<file path="src/rtl/rom_read_arbiter_pkg.sv">
// Shared types and sizing helpers for the ROM read arbiter slice.
package rom_arb_pkg;

   typedef enum logic [1:0] {
      IDLE = 2'd0,
      READ = 2'd1,
      DATA = 2'd2
   } state_t;

   localparam int NUM_REQ_DEF = 4;
   localparam int IDX_W_DEF   = $clog2(NUM_REQ_DEF);

   // Never returns zero, so a requester index always has at least one bit.
   function automatic int idx_w(input int n);
      return (n > 1) ? $clog2(n) : 1;
   endfunction

endpackage

</file>
<file path="src/rtl/rom_read_arbiter_if.sv">
// Requester-side and ROM-side signals of the arbiter, bundled as one bus.
interface rom_read_arbiter_if #(
   parameter int NUM_REQ = 4,
   parameter int ADDR_W  = 2,
   parameter int DATA_W  = 1
);
   logic [NUM_REQ-1:0]        req;
   logic [NUM_REQ*ADDR_W-1:0] req_addr;
   logic [NUM_REQ-1:0]        gnt;
   logic [NUM_REQ-1:0]        rsp_valid;
   logic [DATA_W-1:0]         rsp_data;
   logic                      busy;
   logic                      rom_en;
   logic [ADDR_W-1:0]         rom_addr;
   logic [DATA_W-1:0]         rom_data;

   modport slave (
      input  req, req_addr, rom_data,
      output gnt, rsp_valid, rsp_data, busy, rom_en, rom_addr
   );

   modport master (
      output req, req_addr, rom_data,
      input  gnt, rsp_valid, rsp_data, busy, rom_en, rom_addr
   );
endinterface

</file>
<file path="src/rtl/rom_read_arbiter_rr_picker.sv">
// Round-robin picker: first set req bit at or above ptr, wrapping modulo NUM_REQ.
module rr_picker
   import rom_arb_pkg::*;
#(
   parameter int NUM_REQ = 4,
   parameter int IDX_W   = idx_w(NUM_REQ)
) (
   input  logic [NUM_REQ-1:0] req,
   input  logic [IDX_W-1:0]   ptr,
   output logic               found,
   output logic [IDX_W-1:0]   winner
);

   int               idx;
   logic [IDX_W-1:0] idx_s;

   // Walk from the farthest candidate back to ptr so the closest one wins last.
   always_comb begin
      found  = 1'b0;
      winner = '0;
      idx    = 0;
      idx_s  = '0;
      for (int k = NUM_REQ - 1; k >= 0; k--) begin
         idx   = (int'(ptr) + k) % NUM_REQ;
         idx_s = IDX_W'(idx);
         if (req[idx_s]) begin
            found  = 1'b1;
            winner = idx_s;
         end
      end
   end

endmodule

</file>
<file path="src/rtl/rom_read_arbiter.sv">
// Round-robin arbiter sharing one synchronous-read ROM among NUM_REQ requesters.
module rom_read_arbiter
   import rom_arb_pkg::*;
#(
   parameter int NUM_REQ = 4,
   parameter int ADDR_W  = 2,
   parameter int DATA_W  = 1
) (
   input logic              clk,
   input logic              rst,
   rom_read_arbiter_if.slave bus
);

   localparam int IDX_W = idx_w(NUM_REQ);

   state_t             state, state_nxt;
   logic [IDX_W-1:0]   owner, rr_ptr, winner;
   logic               found;
   logic               arb_now;
   logic [ADDR_W-1:0]  rom_addr_r, sel_addr;
   logic [DATA_W-1:0]  rsp_data_r;
   logic [NUM_REQ-1:0] rsp_valid_r;

   function automatic logic [NUM_REQ-1:0] onehot(input logic [IDX_W-1:0] idx);
      logic [NUM_REQ-1:0] v;
      v      = '0;
      v[idx] = 1'b1;
      return v;
   endfunction

   function automatic logic [IDX_W-1:0] next_ptr(input logic [IDX_W-1:0] idx);
      return (idx == IDX_W'(NUM_REQ - 1)) ? '0 : idx + 1'b1;
   endfunction

   rr_picker #(
      .NUM_REQ (NUM_REQ),
      .IDX_W   (IDX_W)
   ) u_picker (
      .req    (bus.req),
      .ptr    (rr_ptr),
      .found  (found),
      .winner (winner)
   );

   always_comb begin
      sel_addr = '0;
      for (int i = 0; i < NUM_REQ; i++) begin
         if (winner == IDX_W'(i)) sel_addr = bus.req_addr[i*ADDR_W +: ADDR_W];
      end
   end

   // Arbitration only happens when leaving IDLE or DATA; req is ignored in READ.
   always_comb begin
      state_nxt = state;
      arb_now   = 1'b0;
      case (state)
         IDLE: begin
            if (found) begin
               state_nxt = READ;
               arb_now   = 1'b1;
            end
         end
         READ: state_nxt = DATA;
         DATA: begin
            if (found) begin
               state_nxt = READ;
               arb_now   = 1'b1;
            end else begin
               state_nxt = IDLE;
            end
         end
         default: state_nxt = IDLE;
      endcase
   end

   always_ff @(posedge clk) begin
      if (rst) begin
         state       <= IDLE;
         owner       <= '0;
         rr_ptr      <= '0;
         rom_addr_r  <= '0;
         rsp_data_r  <= '0;
         rsp_valid_r <= '0;
      end else begin
         state       <= state_nxt;
         rsp_valid_r <= (state == DATA) ? onehot(owner) : '0;
         if (state == DATA) rsp_data_r <= bus.rom_data;
         if (arb_now) begin
            owner      <= winner;
            rr_ptr     <= next_ptr(winner);
            rom_addr_r <= sel_addr;
         end
      end
   end

   assign bus.gnt       = (state == READ) ? onehot(owner) : '0;
   assign bus.rom_en    = (state == READ);
   assign bus.busy      = (state == READ) || (state == DATA);
   assign bus.rom_addr  = rom_addr_r;
   assign bus.rsp_valid = rsp_valid_r;
   assign bus.rsp_data  = rsp_data_r;

endmodule

</file>
<file path="src/flat_wrapper.sv">
// flat-port wrapper written by rule: the top's interface ports become plain ports
module rom_read_arbiter_flat import rom_arb_pkg::*;
#(
   parameter int NUM_REQ = 4,
   parameter int ADDR_W  = 2,
   parameter int DATA_W  = 1
)
  (clk, rst, bus_req, bus_req_addr, bus_rom_data, bus_gnt, bus_rsp_valid, bus_rsp_data, bus_busy, bus_rom_en, bus_rom_addr);
  rom_read_arbiter_if #(.NUM_REQ(NUM_REQ), .ADDR_W(ADDR_W), .DATA_W(DATA_W)) bus_i ();
  input logic clk;
  input logic rst;
  input wire logic [$bits(bus_i.req)-1:0] bus_req;
  input wire logic [$bits(bus_i.req_addr)-1:0] bus_req_addr;
  input wire logic [$bits(bus_i.rom_data)-1:0] bus_rom_data;
  output wire logic [$bits(bus_i.gnt)-1:0] bus_gnt;
  output wire logic [$bits(bus_i.rsp_valid)-1:0] bus_rsp_valid;
  output wire logic [$bits(bus_i.rsp_data)-1:0] bus_rsp_data;
  output wire logic [$bits(bus_i.busy)-1:0] bus_busy;
  output wire logic [$bits(bus_i.rom_en)-1:0] bus_rom_en;
  output wire logic [$bits(bus_i.rom_addr)-1:0] bus_rom_addr;
  assign bus_i.req = bus_req;
  assign bus_i.req_addr = bus_req_addr;
  assign bus_i.rom_data = bus_rom_data;
  assign bus_gnt = bus_i.gnt;
  assign bus_rsp_valid = bus_i.rsp_valid;
  assign bus_rsp_data = bus_i.rsp_data;
  assign bus_busy = bus_i.busy;
  assign bus_rom_en = bus_i.rom_en;
  assign bus_rom_addr = bus_i.rom_addr;
  rom_read_arbiter #(.NUM_REQ(NUM_REQ), .ADDR_W(ADDR_W), .DATA_W(DATA_W)) u_core (.clk(clk), .rst(rst), .bus(bus_i));
endmodule
</file>
<file path="config.mk">
export PLATFORM = sky130hd
export DESIGN_NAME = rom_read_arbiter_flat
export DESIGN_NICKNAME = d
export VERILOG_FILES = /design/src/rtl/rom_read_arbiter_pkg.sv /design/src/rtl/rom_read_arbiter_if.sv /design/src/rtl/rom_read_arbiter_rr_picker.sv /design/src/rtl/rom_read_arbiter.sv /design/src/flat_wrapper.sv
export SDC_FILE = /design/constraint.sdc
export NUM_CORES = 1
export LEC_CHECK = 0
export CAP_MARGIN = 25
export CORE_AREA = 2 2 46 48
export DETAILED_ROUTE_END_ITERATION = 10
export DIE_AREA = 0 0 48 50
export GPL_ROUTABILITY_DRIVEN = 0
export GPL_TIMING_DRIVEN = 0
export MAX_ROUTING_LAYER = met4
export PLACE_DENSITY = 0.76
export REMOVE_ABC_BUFFERS = 1
export SYNTH_ARGS = -nofsm -noshare
export SYNTH_HDL_FRONTEND = slang
export SYNTH_SLANG_ARGS = --single-unit
</file>
<file path="constraint.sdc">
create_clock -name clk -period 2.72 [get_ports clk]
set_input_delay 0.68 -clock clk [delete_from_list [all_inputs] [get_ports clk]]
set_output_delay 0.68 -clock clk [all_outputs]
set_load 0.02 [all_outputs]
</file>
==> impl_metrics.sql, run 1 <==
INSERT INTO impl_metrics (metric_group, metric, value, unit) VALUES
('timing', 'layout_min_cycle_time', '2.585', 'ns'),
('flow_run', 'maxCapViolations', '0', ''),
('timing', 'fin_hold_ws', '0.4999', 'ns'),
('placement', 'place_area', '0.001075', 'mm²'),
('grt', 'first_global_vias', '670', ''),
('timing', 'max-slew-margin-rel', '73.55', '%'),
('placement', 'dpl.hpwl', '1.342', 'mm'),
('yosys', 'synthesis.instances', '88', ''),
('placement', 'port_buffers', '27', ''),
('clock_network', 'post_cts_resized', '0', ''),
('yosys', 'commonest_register_cell_after_synthesis', 'sky130_fd_sc_hd__dfxtp_1', ''),
('detailed_routing', 'number_of_vias_in_the_routed_layout', '751', ''),
('yosys', 'synth-seq-cells', '13', ''),
('detailed_routing', 'drt_first_pass_iters', '4', ''),
('setup_path', 'critical_path.endpoint', 'u_core.bus.rom_addr[0]', ''),
('yosys', 'asyncSetResetFlopFracSynth', '0', '%'),
('detailed_routing', 'totalWireLength', '1.729', 'mm'),
('grt', 'grt_max_degree', '13', ''),
('timing', 'finalClockSkew', '0.005377', 'ns'),
('power', 'leakagePower', '0.4413', 'nW'),
('detailed_routing', 'drt-wirelength-per-cell', '12.01', 'µm'),
('grt', 'groute.usage.overall', '16.22', '%'),
('timing', 'fmaxAchievable', '0.3869', 'GHz'),
('setup_path', 'type_of_element_capturing_the_critical_path', 'register', ''),
('floorplan', 'core', '0.001902', 'mm²'),
('clock_network', 'post_cts_hold_buffer_count', '0', ''),
('setup_path', 'crit-reg2reg-capture', 'u_core.bus.rom_addr[0]', ''),
('detailed_routing', 'antenna_violating_nets_post_route', '0', ''),
('yosys', 'ys_seq_area_share', '33.39', '%'),
('floorplan', 'floorplan.io_pins', '28', ''),
('outcome', 'run_status', 'finished clean', ''),
('floorplan', 'initial_utilization', '40.99', '%'),
('setup_path', 'worst_path_largest_cell_delay', '0.57', 'ns'),
('setup_path', 'setup.worst_path.class', 'input pin to register', ''),
('clock_network', 'htreeDepth', '1', ''),
('timing', 'timing_max_transition_violations_final', '0', ''),
('detailed_routing', 'total_drc_errors_in_the_routed_layout', '0', ''),
('cells_and_area', 'layout-drive-gt1-share', '7.692', '%'),
('setup_path', 'critPathMaxFanout', '5', ''),
('yosys', 'synth_edf_count', '0', ''),
('clock_network', 'tritoncts', 'done', ''),
('clock_network', 'clock_tree.root_cell', 'sky130_fd_sc_hd__clkbuf_4', ''),
('cells_and_area', 'design.final.nets', '141', ''),
('setup_path', 'regToRegStartpoint', 'u_core.rr_ptr[1]', ''),
('power', 'powerDensity', '544.5', 'mW/mm²'),
('cells_and_area', 'antenna_cells', '0', ''),
('timing', 'rsz0062_at_grt', 'no', ''),
('grt', 'grt_antenna_before_repair', '0', ''),
('setup_path', 'reg2regPathDepth', '6', ''),
('timing', 'tightest_slew', '0.3955', 'ns'),
('yosys', 'ys_warn_count', '0', ''),
('grt', 'grt_first_pass_wirelength', '2.766', 'mm'),
('cells_and_area', 'fin_area', '0.001112', 'mm²'),
('floorplan', 'chipHeight', '50', 'µm'),
('yosys', 'ys_top_cells_by_area', 'sky130_fd_sc_hd__dfxtp_1 33%, sky130_fd_sc_hd__ha_1 13%, sky130_fd_sc_hd__a21oi_1 5.8%', ''),
('timing', 'crit_share_post_route', '95.03', '%'),
('clock_network', 'cts.sink_count', '13', ''),
('setup_path', 'cpMaxStageDelayCell', 'sky130_fd_sc_hd__clkdlybuf4s50_1', ''),
('setup_path', 'startpoint_type', 'input pin', ''),
('yosys', 'post-synth-top-area-cell', 'sky130_fd_sc_hd__dfxtp_1', ''),
('setup_path', 'worstPathRequired', '2.90', 'ns'),
('grt', 'overflow', '0', ''),
('clock_network', 'clk_path_buf_depth', '2', ''),
('yosys', 'synthDominantCellAreaShare', '33.39', '%'),
('detailed_routing', 'vias_per_inst', '5.215', ''),
('detailed_routing', 'drt_iter0_markers', '9', ''),
('setup_path', 'timing.critical_path.cells', 'clkdlybuf4s50_1 > a21boi_0 > o221a_2 > inv_1 > ha_1 > a221o_1 > a311oi_1', ''),
('power', 'ir_drop', '0.2083', 'mV'),
('clock_network', 'clk-insertion-delay-late', '0.27', 'ns'),
('clock_network', 'cts_inserted_buffers', '3', ''),
('setup_path', 'arrival', '2.76', 'ns');
## cells in the mapped netlist (all sizes together) (3+ instances only)
master and count:
dfxtp 13, a21oi 9, ha 8, inv 8, nor2 5, nand2 4, a311oi 3, nand2b 3
nand3 3, nor3b 3
## layout by cell type (no fill, tap or decap), types with 3 or more instances in the layout
cell                              Yosys  layout
sky130_fd_sc_hd__clkdlybuf4s50_1      0      25
sky130_fd_sc_hd__dfxtp_1             13      13
sky130_fd_sc_hd__a21oi_1              9       9
sky130_fd_sc_hd__inv_1                8       8
sky130_fd_sc_hd__ha_1                 8       8
sky130_fd_sc_hd__nor2_1               5       5
sky130_fd_sc_hd__nand2_1              4       4
sky130_fd_sc_hd__nand2b_1             3       3
sky130_fd_sc_hd__nor3b_1              3       3
sky130_fd_sc_hd__nand3_1              3       3
sky130_fd_sc_hd__clkbuf_4             0       3
## critical path, delay by kind of cell
kind,cells,cell delay [ns]
adders and majority gates,1,0.24
buffers and inverters,2,0.65
AOI/OAI and AO/OA,4,1.19
## state kept, by name, summed over array words and instances, names as in the netlist
register,count
u_core.bus.rsp_valid,4
u_core.bus.rom_addr,2
u_core.owner,2
u_core.rr_ptr,2
u_core.state,2
u_core.bus.rsp_data,1
## kinds of logic (layout without fill, tap and decap cells)
kind of cell,count (synthesis),count (layout),synth area share [%]
multiplexers,2,2,2.568
adder cells (fa/ha/maj),8,8,12.84
AO/OA/AOI/OAI,22,22,19.91
AND/OR/NAND/NOR,33,33,26.32
buffers and inverters,10,39,4.975
flip-flops,13,13,33.39
## per-stage QoR
step | power (mW) | utilization (%) | worst slack, ns | std cells | setup TNS, ns
floorplan | 0.3950 | - | 0.5668 | 86 | 0
global placement | 0.4816 | 56.51 | -0.1796 | 140 | -0.3174
detailed placement | 0.4882 | 56.51 | -0.1830 | 140 | -0.3154
CTS | 0.6074 | 57.89 | 0.09186 | 144 | 0
global route | 0.6479 | 58.49 | 0.01491 | 144 | 0
finish | 0.6057 | 58.49 | 0.1353 | 144 | 0
## layout make-up
class / count / area, µm²
clock buffers: 4 / 26.28
multi-input cells: 65 / 486.7
flip-flops and latches: 13 / 260.3
fillers: 166 / 789.5
repair buffers: 27 / 275.3
well taps: 27 / 33.78
inverters: 8 / 30.03
## worst min path at each step
stage / start / end / slack, ns / depth (start not counted)
2_1_floorplan: u_core.owner[0] / u_core.bus.rsp_valid[3] / 0.46 / 2
4_1_cts: u_core.owner[0] / u_core.bus.rsp_valid[3] / 0.51 / 2
3_5_place_dp: u_core.bus.rsp_data / u_core.bus.rsp_data / 0.49 / 2
5_1_grt: u_core.owner[0] / u_core.bus.rsp_valid[3] / 0.55 / 2
6_report: u_core.owner[0] / u_core.bus.rsp_valid[3] / 0.50 / 2
3_3_place_gp: u_core.bus.rsp_data / u_core.bus.rsp_data / 0.47 / 2
## power breakdown
group / internal, mW / switching (mW) / leakage (nW)
Clock: 0.0567 / 0.0615 / 0.0150
Sequential: 0.214 / 0.0253 / 0.107
Combinational: 0.123 / 0.125 / 0.320
Total: 0.394 / 0.212 / 0.441
## per-layer routing
metal	global-route usage, %	share of wire (%)
met5	-	0
met4	6.757	0.69
met3	3.297	2.7
met2	27.11	54
met1	17.86	43
Power figures use the tool's default switching activity.
==> inputs of run 2 (changes only) <==
--- a/config.mk
+++ b/config.mk
@@ -6,10 +6,9 @@
 export NUM_CORES = 1
 export LEC_CHECK = 0
 export CAP_MARGIN = 25
-export CORE_AREA = 2 2 46 48
+export CORE_AREA = 5 5 49 51
 export DETAILED_ROUTE_END_ITERATION = 10
-export DIE_AREA = 0 0 48 50
-export GPL_ROUTABILITY_DRIVEN = 0
+export DIE_AREA = 0 0 54 56
 export GPL_TIMING_DRIVEN = 0
 export MAX_ROUTING_LAYER = met4
 export PLACE_DENSITY = 0.76
==> run 2 against run 1 <==
Against the previous run:
- sequential share of layout area is 0.053 points higher
- fmax increased by 0.67%
- worst hold slack worse by 0.0019 ns
- clock-buffer cell count did not move
- power about the same
- combinational power about the same
- non-clock buffer count unchanged
- die area increased by 26%
- via count stayed put
- global-route usage shrank 3.3 points
- routed wire length grew 7.8%
- critical endpoint unchanged
==> impl_metrics.sql, run 2 (synthesized netlist as in run 1, its figures left out) <==
INSERT INTO impl_metrics (metric_group, metric, value, unit) VALUES
('outcome', 'run_status', 'finished clean', ''),
('timing', 'timing_max_transition_violations_final', '0', ''),
('timing', 'rsz0062_at_grt', 'no', ''),
('detailed_routing', 'totalWireLength', '1.863', 'mm'),
('timing', 'least_setup_slack_across_all_paths_after_layout', '0.1524', 'ns'),
('detailed_routing', 'total_drc_errors_in_the_routed_layout', '0', ''),
('floorplan', 'chipHeight', '56', 'µm'),
('placement', 'place_area', '0.001075', 'mm²'),
('cells_and_area', 'design.final.nets', '141', ''),
('setup_path', 'regToRegStartpoint', 'u_core.rr_ptr[1]', ''),
('setup_path', 'startpoint_type', 'input pin', ''),
('timing', 'fin_hold_ws', '0.4980', 'ns'),
('setup_path', 'reg2regPathDepth', '6', ''),
('floorplan', 'die_w', '54', 'µm'),
('cells_and_area', 'final_cells', '144', ''),
('cells_and_area', 'fin_area', '0.001110', 'mm²'),
('timing', 'crit_share_post_route', '94.40', '%'),
('detailed_routing', 'number_of_vias_in_the_routed_layout', '751', ''),
('timing', 'setup_tns', '0', 'ns'),
('detailed_routing', 'wl_met3', '69', 'µm'),
('setup_path', 'critical_path.endpoint', 'u_core.bus.rom_addr[0]', ''),
('setup_path', 'arrival', '2.74', 'ns'),
('clock_network', 'htreeDepth', '1', ''),
('clock_network', 'clock_tree.root_cell', 'sky130_fd_sc_hd__clkbuf_4', ''),
('floorplan', 'rows', '16', ''),
('detailed_routing', 'vias_per_inst', '5.215', ''),
('floorplan', 'core', '0.001902', 'mm²'),
('power', 'powerDensity', '546.1', 'mW/mm²'),
('setup_path', 'timing.reg2reg.setup_slack', '0.72', 'ns'),
('cells_and_area', 'top_library_cells_by_usage_in_the_layout_fill_and_taps_aside', '26 x sky130_fd_sc_hd__clkdlybuf4s50_1, 13 x sky130_fd_sc_hd__dfxtp_1, 9 x sky130_fd_sc_hd__a21oi_1', ''),
('placement', 'dpl.hpwl', '1.479', 'mm'),
('grt', 'grt_first_pass_wirelength', '2.994', 'mm'),
('grt', 'overflow', '0', ''),
('detailed_routing', 'antenna_violating_nets_post_route', '0', ''),
('placement', 'port_buffers', '27', ''),
('flow_run', 'maxCapViolations', '0', ''),
('cells_and_area', 'layout-drive-gt1-share', '7.692', '%'),
('timing', 'setup_viol', '0', ''),
('power', 'leakagePower', '0.4322', 'nW'),
('detailed_routing', 'routed.top_layer', 'met4', ''),
('clock_network', 'clk_path_buf_depth', '2', ''),
('clock_network', 'clkTransAtPathRegs', '0.08', 'ns'),
('timing', 'finalClockSkew', '0.003181', 'ns'),
('clock_network', 'tritoncts', 'done', ''),
('power', 'ir_drop', '0.2363', 'mV'),
('timing', 'max-slew-margin-rel', '72.44', '%'),
('cells_and_area', 'antenna_cells', '0', ''),
('clock_network', 'cts.sink_count', '13', ''),
('detailed_routing', 'drt_first_pass_iters', '4', ''),
('cells_and_area', 'largest_register_ffs', '4', ''),
('detailed_routing', 'drt_iter0_markers', '13', ''),
('placement', 'place.detailed.instances', '140', ''),
('timing', 'tightest_slew', '0.4121', 'ns'),
('detailed_routing', 'm1WireLength', '804', 'µm'),
('placement', 'gp_congestion', '0.8081', ''),
('setup_path', 'crit-reg2reg-capture', 'u_core.bus.rom_addr[0]', ''),
('floorplan', 'initial_utilization', '40.99', '%'),
('clock_network', 'clk-insertion-delay-late', '0.27', 'ns'),
('detailed_routing', 'detailroute.wirelength.met2', '966', 'µm'),
('setup_path', 'setup.worst_path.class', 'input pin to register', ''),
('detailed_routing', 'drt-wirelength-per-cell', '12.94', 'µm'),
('clock_network', 'cts_inserted_buffers', '3', ''),
('grt', 'grt_antenna_before_repair', '0', ''),
('grt', 'grt_max_degree', '13', ''),
('setup_path', 'crit_startpoint', 'bus_req[0]', ''),
('setup_path', 'worstPathRequired', '2.90', 'ns'),
('timing', 'layout_min_cycle_time', '2.568', 'ns'),
('timing', 'fmaxAchievable', '0.3895', 'GHz'),
('cells_and_area', 'layout_commonest_cell', 'sky130_fd_sc_hd__clkdlybuf4s50_1', ''),
('placement', 'dpl_worst_slack', '-0.1884', 'ns'),
('min_path', 'hp-class', 'register to register', ''),
('grt', 'first_global_vias', '712', ''),
('grt', 'groute.usage.overall', '12.97', '%'),
('setup_path', 'critPathMaxFanout', '6', ''),
('setup_path', 'type_of_element_capturing_the_critical_path', 'register', ''),
('timing', 'final_hold_viol_count', '0', ''),
('clock_network', 'post_cts_hold_buffer_count', '0', ''),
('cells_and_area', 'syn2layout_area_growth', '42.37', '%'),
('floorplan', 'floorplan.die_area', '0.003024', 'mm²'),
('floorplan', 'floorplan.io_pins', '28', '');
==> run 2: changes by cell type in the layout (fill, tap and decap cells not counted) <==
cell                              change
sky130_fd_sc_hd__clkdlybuf4s50_1      +1
sky130_fd_sc_hd__dlymetal6s2s_1       -1
==> run 2: repair_timing <==
| item | CTS | global route |
|---|---|---|
| buffers inserted | 0 | 0 |
| endpoints found under the setup margin | 0 | 2 |
| gates resized for setup | 0 | 2 |
==> run 2: layer usage <==
metal	GRT usage, %	vias up
met5	-	-
met4	4.270	0
met3	1.609	2
met2	22.32	18
met1	15.02	353
li1	-	378
==> run 2: report_power, final <==
| group | switching, mW | internal [mW] | leakage, nW | total, mW |
|---|---|---|---|---|
| Combinational | 0.127 | 0.124 | 0.311 | 0.250 |
| Clock | 0.0601 | 0.0566 | 0.0150 | 0.117 |
| Sequential | 0.0249 | 0.214 | 0.107 | 0.239 |
| Total | 0.212 | 0.394 | 0.432 | 0.606 |
==> run 2: how the worst min path moves through the flow <==
stage,start,slack (ns),cells past startpoint,to
2_1_floorplan,u_core.owner[0],0.46,2,u_core.bus.rsp_valid[3]
3_3_place_gp,u_core.bus.rsp_data,0.47,2,u_core.bus.rsp_data
3_5_place_dp,u_core.owner[0],0.49,2,u_core.bus.rsp_valid[3]
4_1_cts,u_core.owner[0],0.50,2,u_core.bus.rsp_valid[3]
5_1_grt,u_core.owner[0],0.52,2,u_core.bus.rsp_valid[3]
6_report,u_core.owner[0],0.50,2,u_core.bus.rsp_valid[3]
==> run 2: worst max-delay path: stages <==
cell and delay, ns:
sky130_fd_sc_hd__clkdlybuf4s50_1 0.59, sky130_fd_sc_hd__nand2_1 0.10, sky130_fd_sc_hd__a311oi_2 0.34, sky130_fd_sc_hd__or2_2 0.18, sky130_fd_sc_hd__ha_1 0.20, sky130_fd_sc_hd__a21oi_1 0.09, sky130_fd_sc_hd__a221o_1 0.32, sky130_fd_sc_hd__a311oi_1 0.24
==> run 2: area by class of cell <==
cell class	count	area [µm²]
Fill cell	188	792.0
Inverter	8	30.03
Clock buffer	4	26.28
Multi-Input combinational cell	65	486.7
Sequential cell	13	260.3
Timing Repair Buffer	27	272.8
Tap cell	27	33.78
==> run 2: stage by stage <==
| stage | total power [mW] | util (%) |
|---|---|---|
| after global routing | 0.6451 | 58.36 |
| after detailed placement | 0.4901 | 56.51 |
| final | 0.6061 | 58.36 |
| after CTS | 0.6050 | 57.89 |
| after global placement | 0.4819 | 56.51 |
| after floorplan | 0.3950 | - |
